===== src/rtl/instr_fetch.sv =====
// ---------------------------------------------------------------------------
// instr_fetch
// Instruction fetch stage: issues word requests to instruction memory, holds
// each request until acknowledged, and presents the fetched instruction to
// the IF/ID register until it is accepted (stall_i low).
// Redirects (branch/jump) flush the presented instruction and retarget the
// fetch PC; a redirect that arrives while a request is outstanding is
// remembered and applied once the in-flight read returns.
//
// Ports
//   clk_i          single clock, rising edge
//   rst_i          asynchronous active-low reset
//   start_i        run enable
//   stall_i        IF/ID not accepting (hold presented instruction)
//   redirect_i     flush request, redirect_pc_i is the new target
//   imem_req_o     instruction-memory request (high only in FETCH)
//   imem_addr_o    request address, 0 when no request
//   imem_ack_i     one-cycle read-complete strobe, imem_rdata_i valid with it
//   pc_o/instr_o   presented instruction and its PC
//   valid_o        pc_o/instr_o hold a live instruction
//   fetch_cnt_o    number of instructions accepted downstream
//
// state | meaning
// ------+-----------------------------------------------------------------
// IDLE  | not running; no request, outputs cleared, pc_q retained
// FETCH | request outstanding at pc_q, waiting for imem_ack_i
// HOLD  | instruction presented on pc_o/instr_o, waiting for acceptance
// ---------------------------------------------------------------------------
module instr_fetch #(
   parameter logic [31:0] RESET_PC = 32'h0000_0000
) (
   input  logic        clk_i,
   input  logic        rst_i,
   input  logic        start_i,
   input  logic        stall_i,
   input  logic        redirect_i,
   input  logic [31:0] redirect_pc_i,
   output logic        imem_req_o,
   output logic [31:0] imem_addr_o,
   input  logic        imem_ack_i,
   input  logic [31:0] imem_rdata_i,
   output logic [31:0] pc_o,
   output logic [31:0] instr_o,
   output logic        valid_o,
   output logic [31:0] fetch_cnt_o
);

   typedef enum logic [1:0] {
      IDLE  = 2'd0,
      FETCH = 2'd1,
      HOLD  = 2'd2
   } state_t;

   state_t      state_q, state_d;
   logic [31:0] pc_q, pc_d;
   logic        drop_q, drop_d;
   logic [31:0] tgt_q, tgt_d;        // deferred redirect target while drop_q
   logic [31:0] out_pc_q, out_pc_d;
   logic [31:0] out_instr_q, out_instr_d;
   logic        out_valid_q, out_valid_d;
   logic [31:0] cnt_q, cnt_d;
   logic [31:0] redirect_tgt;

   assign redirect_tgt = {redirect_pc_i[31:2], 2'b00};

   always_ff @(posedge clk_i or negedge rst_i) begin
      if (!rst_i) begin
         state_q     <= IDLE;
         pc_q        <= RESET_PC;
         drop_q      <= 1'b0;
         tgt_q       <= 32'h0;
         out_pc_q    <= 32'h0;
         out_instr_q <= 32'h0;
         out_valid_q <= 1'b0;
         cnt_q       <= 32'h0;
      end else begin
         state_q     <= state_d;
         pc_q        <= pc_d;
         drop_q      <= drop_d;
         tgt_q       <= tgt_d;
         out_pc_q    <= out_pc_d;
         out_instr_q <= out_instr_d;
         out_valid_q <= out_valid_d;
         cnt_q       <= cnt_d;
      end
   end

   always_comb begin
      state_d     = state_q;
      pc_d        = pc_q;
      drop_d      = drop_q;
      tgt_d       = tgt_q;
      out_pc_d    = out_pc_q;
      out_instr_d = out_instr_q;
      out_valid_d = out_valid_q;
      cnt_d       = cnt_q;

      case (state_q)
         IDLE: begin
            if (redirect_i) begin
               pc_d = redirect_tgt;
            end
            if (start_i) begin
               state_d = FETCH;
            end
         end

         FETCH: begin
            if (redirect_i) begin
               out_valid_d = 1'b0;
               out_pc_d    = 32'h0;
               out_instr_d = 32'h0;
               if (imem_ack_i) begin
                  // read completes now, so the address may move immediately
                  pc_d    = redirect_tgt;
                  drop_d  = 1'b0;
                  state_d = start_i ? FETCH : IDLE;
               end else begin
                  // address must stay put until ack; apply target afterwards
                  drop_d = 1'b1;
                  tgt_d  = redirect_tgt;
               end
            end else if (imem_ack_i) begin
               if (drop_q) begin
                  pc_d    = tgt_q;
                  drop_d  = 1'b0;
                  state_d = start_i ? FETCH : IDLE;
               end else if (!start_i) begin
                  state_d = IDLE;
               end else begin
                  out_instr_d = imem_rdata_i;
                  out_pc_d    = pc_q;
                  out_valid_d = 1'b1;
                  pc_d        = pc_q + 32'd4;
                  state_d     = HOLD;
               end
            end
         end

         HOLD: begin
            if (redirect_i) begin
               pc_d        = redirect_tgt;
               out_valid_d = 1'b0;
               out_pc_d    = 32'h0;
               out_instr_d = 32'h0;
               state_d     = start_i ? FETCH : IDLE;
            end else if (!start_i) begin
               out_valid_d = 1'b0;
               out_pc_d    = 32'h0;
               out_instr_d = 32'h0;
               state_d     = IDLE;
            end else if (!stall_i) begin
               cnt_d       = cnt_q + 32'd1;
               out_valid_d = 1'b0;
               out_pc_d    = 32'h0;
               out_instr_d = 32'h0;
               state_d     = FETCH;
            end
         end

         default: begin
            state_d = IDLE;
         end
      endcase
   end

   assign imem_req_o  = (state_q == FETCH);
   assign imem_addr_o = (state_q == FETCH) ? pc_q : 32'h0;
   assign pc_o        = out_pc_q;
   assign instr_o     = out_instr_q;
   assign valid_o     = out_valid_q;
   assign fetch_cnt_o = cnt_q;

endmodule


===== config.mk =====
export PLATFORM = sky130hd
export DESIGN_NAME = instr_fetch
export DESIGN_NICKNAME = d
export VERILOG_FILES = /design/src/rtl/instr_fetch.sv
export SDC_FILE = /design/constraint.sdc
export NUM_CORES = 1
export LEC_CHECK = 0
export BUFFER_PORTS_ARGS = -buffer_cell sky130_fd_sc_hd__clkbuf_2
export CAP_MARGIN = 20
export CORE_MARGIN = 4
export CORE_UTILIZATION = 48
export DETAILED_ROUTE_END_ITERATION = 16
export GPL_TIMING_DRIVEN = 1
export PLACE_DENSITY = 0.85
export SYNTH_ARGS = -nofsm -noshare
export SYNTH_HDL_FRONTEND = slang
export SYNTH_SLANG_ARGS = --single-unit

===== constraint.sdc =====
create_clock -name clk_i -period 2.15 [get_ports clk_i]
set_clock_uncertainty 0.15 [all_clocks]
set_input_delay 0.1075 -clock clk_i [delete_from_list [all_inputs] [get_ports clk_i]]
set_output_delay 0.1075 -clock clk_i [all_outputs]
set_load 0.01 [all_outputs]

# Word level (Yosys, flattened, before mapping)
# Index checks and enable logic that the tools add are counted.
dict set report totals {
  reg_bits 162
  output_inout_bits 130
  word_cells 77
}
dict set report op_classes {
  add_sub_neg 2
  eq_ne 10
  mux 43
  bitwise_logic 3
  n_reduce_logical 11
}
# op n
set op_table {}
lappend op_table {{32-bit 2-to-1 mux} 18}
lappend op_table {{32-bit case mux with 2 select lines} 3}
lappend op_table {{32-bit by 1-bit adder with 32-bit output (second input constant)} 1}
lappend op_table {{32-bit by 3-bit adder with 32-bit output (second input constant)} 1}
lappend op_table {{2-bit 2-to-1 mux} 9}
lappend op_table {{1-bit 2-to-1 mux} 11}
lappend op_table {{4-bit AND reduction} 2}
lappend op_table {{3-bit != test (second input constant)} 2}
lappend op_table {{2-bit case mux with 3 select lines} 1}
lappend op_table {{3-bit AND reduction} 2}
lappend op_table {{2-bit nonzero test} 3}
lappend op_table {{5-bit AND reduction} 1}
lappend op_table {{2-bit by 1-bit != test with 1-bit output (second input constant)} 2}
lappend op_table {{4-bit by 3-bit != test with 1-bit output (second input constant)} 1}
lappend op_table {{4-bit != test (second input constant)} 1}
lappend op_table {{3-bit by 2-bit != test with 1-bit output (second input constant)} 1}
lappend op_table {{1-bit NOT} 3}
lappend op_table {{2-bit by 1-bit == test with 1-bit output (second input constant)} 1}
lappend op_table {{2-bit == test (second input constant)} 1}
lappend op_table {{2-bit logical NOT} 1}
lappend op_table {{2-bit != test (second input constant)} 1}
lappend op_table {{1-bit case mux with 2 select lines} 1}
lappend op_table {{2-bit AND reduction} 1}
lappend op_table {{2-bit OR reduction} 1}

# Logic depth before layout (Yosys ltp)
dict set report logic_depth {
  depth_word 6
  depth_mapped 9
  mapped_depth_nobuf 7
}

# Worst setup path after synthesis
# No wires, ideal clock.
dict set report synth_path {
  path_type {register to register}
  startpoint {register state_q[0]}
  endpoint {register pc_q[13]}
  setup_time_ns 0.121
  t_arrival_ns 1.917
  t_required_ns 1.879
  slack_ns -0.038
  path_stages_with_launch 9
  n_path_buf 2
  path_cell_list {dfrtp_1 > inv_1 > ha_1 > or3_1 > buf_2 > buf_1 > a21oi_1 > o41ai_1 > a22o_1}
}
dict set report synth_between {
  elab_chain_cells 4
}
# item line_no
set synth_lines {}
lappend synth_lines {{start, declared} 54} ;# state_t state_q, state_d;
lappend synth_lines {{start signal, assigned} 77} ;# state_q <= state_d;
lappend synth_lines {{2-bit == test / 2-bit logical NOT (equally long branches)} 98} ;# case (state_q)
lappend synth_lines {{2-bit OR reduction (no line)} -}
lappend synth_lines {{2-bit by 1-bit != test with 1-bit output (no line) / 2-bit nonzero test (equally long branches)} -}
lappend synth_lines {{4-bit AND reduction (no line)} -}
lappend synth_lines {{end signal, assigned} 78} ;# pc_q <= pc_d;
lappend synth_lines {{end, declared} 55} ;# logic [31:0] pc_q, pc_d;
# Several ways; a longest one is shown, not always the timed one.
# A chain may end at the register's enable or synchronous reset.

# Worst setup path after layout
dict set report layout_path {
  startpoint {register state_q[0]}
  endpoint {register pc_q[23]}
}
# The elaborated chain is that of the path after synthesis.

==> impl_results.md <==
- Skew-Pair Late Insertion Delay: 0.43 ns
- Drt drc: 0
- Vias: 7,387
- Crit path max fanout: 10
- Post-synth top area share: 0.5235
- # IOs: 200
- Startpoint types: flip-flop
- Clock Sinks: 159
- CP max stage cell: dfrtp_1
- Synth cell types: 63
- GR Overflow Total: 0
- Post-route cell area: 10,810 µm²
- Endpoints failing hold: 0
- Port Buffers: 195
- Total power: 0.01490 W
- Top cells by count, synth: dfrtp_1, a22o_1, nand2_1, a21oi_1
- Critical path required time: 2.31 ns
- Post-DP HPWL: 15,700 µm
- Unrepaired setup endpoints after global routing: true
- DR iter-0 viols: 949
- Largest net degree at the start of global routing: 51
- Root buffer cell: clkbuf_16
- Crit path time final: 2.294 ns
- Tcrit/Tclk final: 1.067
- Worst vdd ir: 1.157 mV
- Fmax: 435.9 MHz
- Max-Cap Viols: 0
- WP data arrival: 2.45 ns
- DIE WIDTH: 133.8 µm
- Area growth syn-to-layout: 42.28%
- Placed cell areas: 9268 µm²
- Pins Over Slew Limit: 0
- Vias in the first global route: 7,163
- Drt first pass iters: 5
- CTS Buffer Depth: 2
- Syn Std Cell Area: 7600 µm²
- Main synth FF type: dfrtp_1
- CTS tree: done
- Filler cell count: 1,046
- Core Rows: 45
- Die Height: 133.8 µm
- Area of the die: 17,910 µm²
- Sequential-to-total area share from yosys stat: 0.5235
- # diodes: 0
- Mapped Cells: 707
- CORE AREA: 15,370 µm²
- Final setup margin: -0.1439 ns
- Hold Path Class: primary input to asynchronous set/reset pin
- Final ANT Viol Nets: 0
- Final GP Congestion: 0.8919
- Synth warn: 0
- Wirelength per Cell: 20.06 µm
- Power Density: 1378 nW/µm²
- Syn Area/Cell: 10.75 µm²
- Post-synth EDFFs: 0
- Vias per std cell: 5.962
- Ys async rst share: 1.000
- Pre-CTS setup slack: -0.08904 ns
- Initial antenna violation count: 0
- Layout Nets: 1,092
- Status: complete, but fails checks
- Violated checks: negative setup slack
- Yosys top cell by area: dfrtp_1
- Lkg Pwr: 5.117 nW
- Critical path type: flip-flop to flip-flop
- Share of cells above drive strength 1: 0.3726
- Cells on worst reg2reg path: 8
- Crit end category: flip-flop
- Initial Util: 0.4944
- Max stage delay on crit path: 0.43 ns
- CP cell instances: inv_2, ha_4, or3_1, buf_6, buf_6, or3_1, o211ai_1, a21oi_1
- First-pass GRT wire length: 37,380 µm
- Routed WL: 24,850 µm
- Final setup fails: 30
- GRT Util Overall: 0.2627
- FF+latch count, synth: 159
- Worst-path clk slew: 0.06 ns
- Finished Layout Cells: 1,239
- DP Cell Count: 1,135
- Slew @ Worst Pin: 0.5261 ns
- Max-slew headroom: 0.6461
- CTS Buf Count: 17
- H-Tree Depth: 4
- Synth top area cells: dfrtp_1, a22o_1, mux2_2
- Count leader, synth: dfrtp_1
## timing repair
action,in CTS,in global routing
gates cloned,0,1
buffers inserted,1,6
hold buffers,65,0
gates resized for setup,15,58
endpoints found under the setup margin,42,118
hold endpoints to repair,253,0
pin swaps,7,19
## final timing paths
| path | from | end | slack (ns) |
|---|---|---|---|
| max reg2reg | state_q[0] | pc_q[23] | -0.14 |
| min in group clk_i | redirect_i | state_q[1] | 0.09 |
| min reg2reg | fetch_cnt_o[31] | fetch_cnt_o[31] | 0.32 |
| max | state_q[0] | pc_q[23] | -0.14 |
| min | rst_i | instr_o[15] | 0.04 |
| max in group asynchronous | rst_i | drop_q | 1.16 |
## placed cells by master, fill, tap and decap left out, types with 6 or more instances in the layout
cell / n
a21oi_1: 27
a21oi_2: 8
a22o_1: 64
a31oi_1: 6
and2_1: 29
and3_1: 15
and4_1: 8
buf_12: 9
buf_4: 54
buf_6: 11
clkbuf_16: 17
clkbuf_2: 194
dfrtp_1: 159
dlygate4sd3_1: 65
inv_1: 8
mux2_2: 31
nand2_1: 47
nand2b_1: 8
nand3_1: 24
nand4_1: 20
nor2_1: 18
nor2_2: 10
nor2_4: 6
nor3_1: 9
o211ai_1: 11
o21ai_0: 31
or3_1: 6
xnor2_1: 34
xor2_1: 8
## routing by layer
layer | track usage | part of all wire
met1 | 0.3184 | 0.37
met2 | 0.4419 | 0.49
met3 | 0.06302 | 0.087
met4 | 0.1269 | 0.047
met5 | 0 | 0
## worst max-delay path, delay by kind of cell, from the launching register on
kind                     cells  cell delay, ns
adder cells (fa/ha/maj)      1            0.19
AO/OA/AOI/OAI                2            0.21
AND/OR/NAND/NOR              2            0.75
buffers and inverters        3            0.43
flip-flops                   1            0.43
## report_power, final
group          leakage [nW]  internal, W  switching (W)  total (W)
registers              2.04      0.00406       0.000913    0.00497
clock network         0.266      0.00171        0.00116    0.00286
logic                  2.81      0.00323        0.00384    0.00707
total                  5.12      0.00899        0.00591     0.0149
## cell type report
cell class,count,area (µm²),area share
sequential,159,3979,0.3680
tap,211,264.0,0.02442
inverter,10,37.54,0.003471
multi-input combinational,491,3607,0.3336
clock inverter,5,55.05,0.005091
timing repair buffer,337,2371,0.2193
clock buffer,26,499.2,0.04617
## registers in the layout, indices dropped and copies added (netlist names)
register,flops
valid_o,1
drop_q,1
state_q,2
tgt_q,30
pc_o,31
pc_q,30
fetch_cnt_o,32
instr_o,32
## kinds of logic (layout without fill, tap and decap cells)
group,count (synthesis),count (layout),share of synthesized area
AOI/OAI and AO/OA,176,176,0.1640
xor gates and xnor gates,42,42,0.04840
adders and majority gates,6,6,0.009878
buffers and inverters,58,378,0.03408
DFF,159,159,0.5235
muxes,36,36,0.05252
other,1,2,0.0004934
and+or+nand+nor,229,229,0.1671
## metrics by stage
step,hold WS (ns),TNS (ns),utilization
floorplan,-0.3381,0,-
global placement,-0.07936,-0.05181,0.6029
detailed placement,-0.08149,-0.7738,0.6029
CTS,0.01080,-0.05417,0.6849
global route,0.05472,-4.876,0.7035
finish,0.03742,-1.671,0.7035
(Power assumes the default switching activity.)
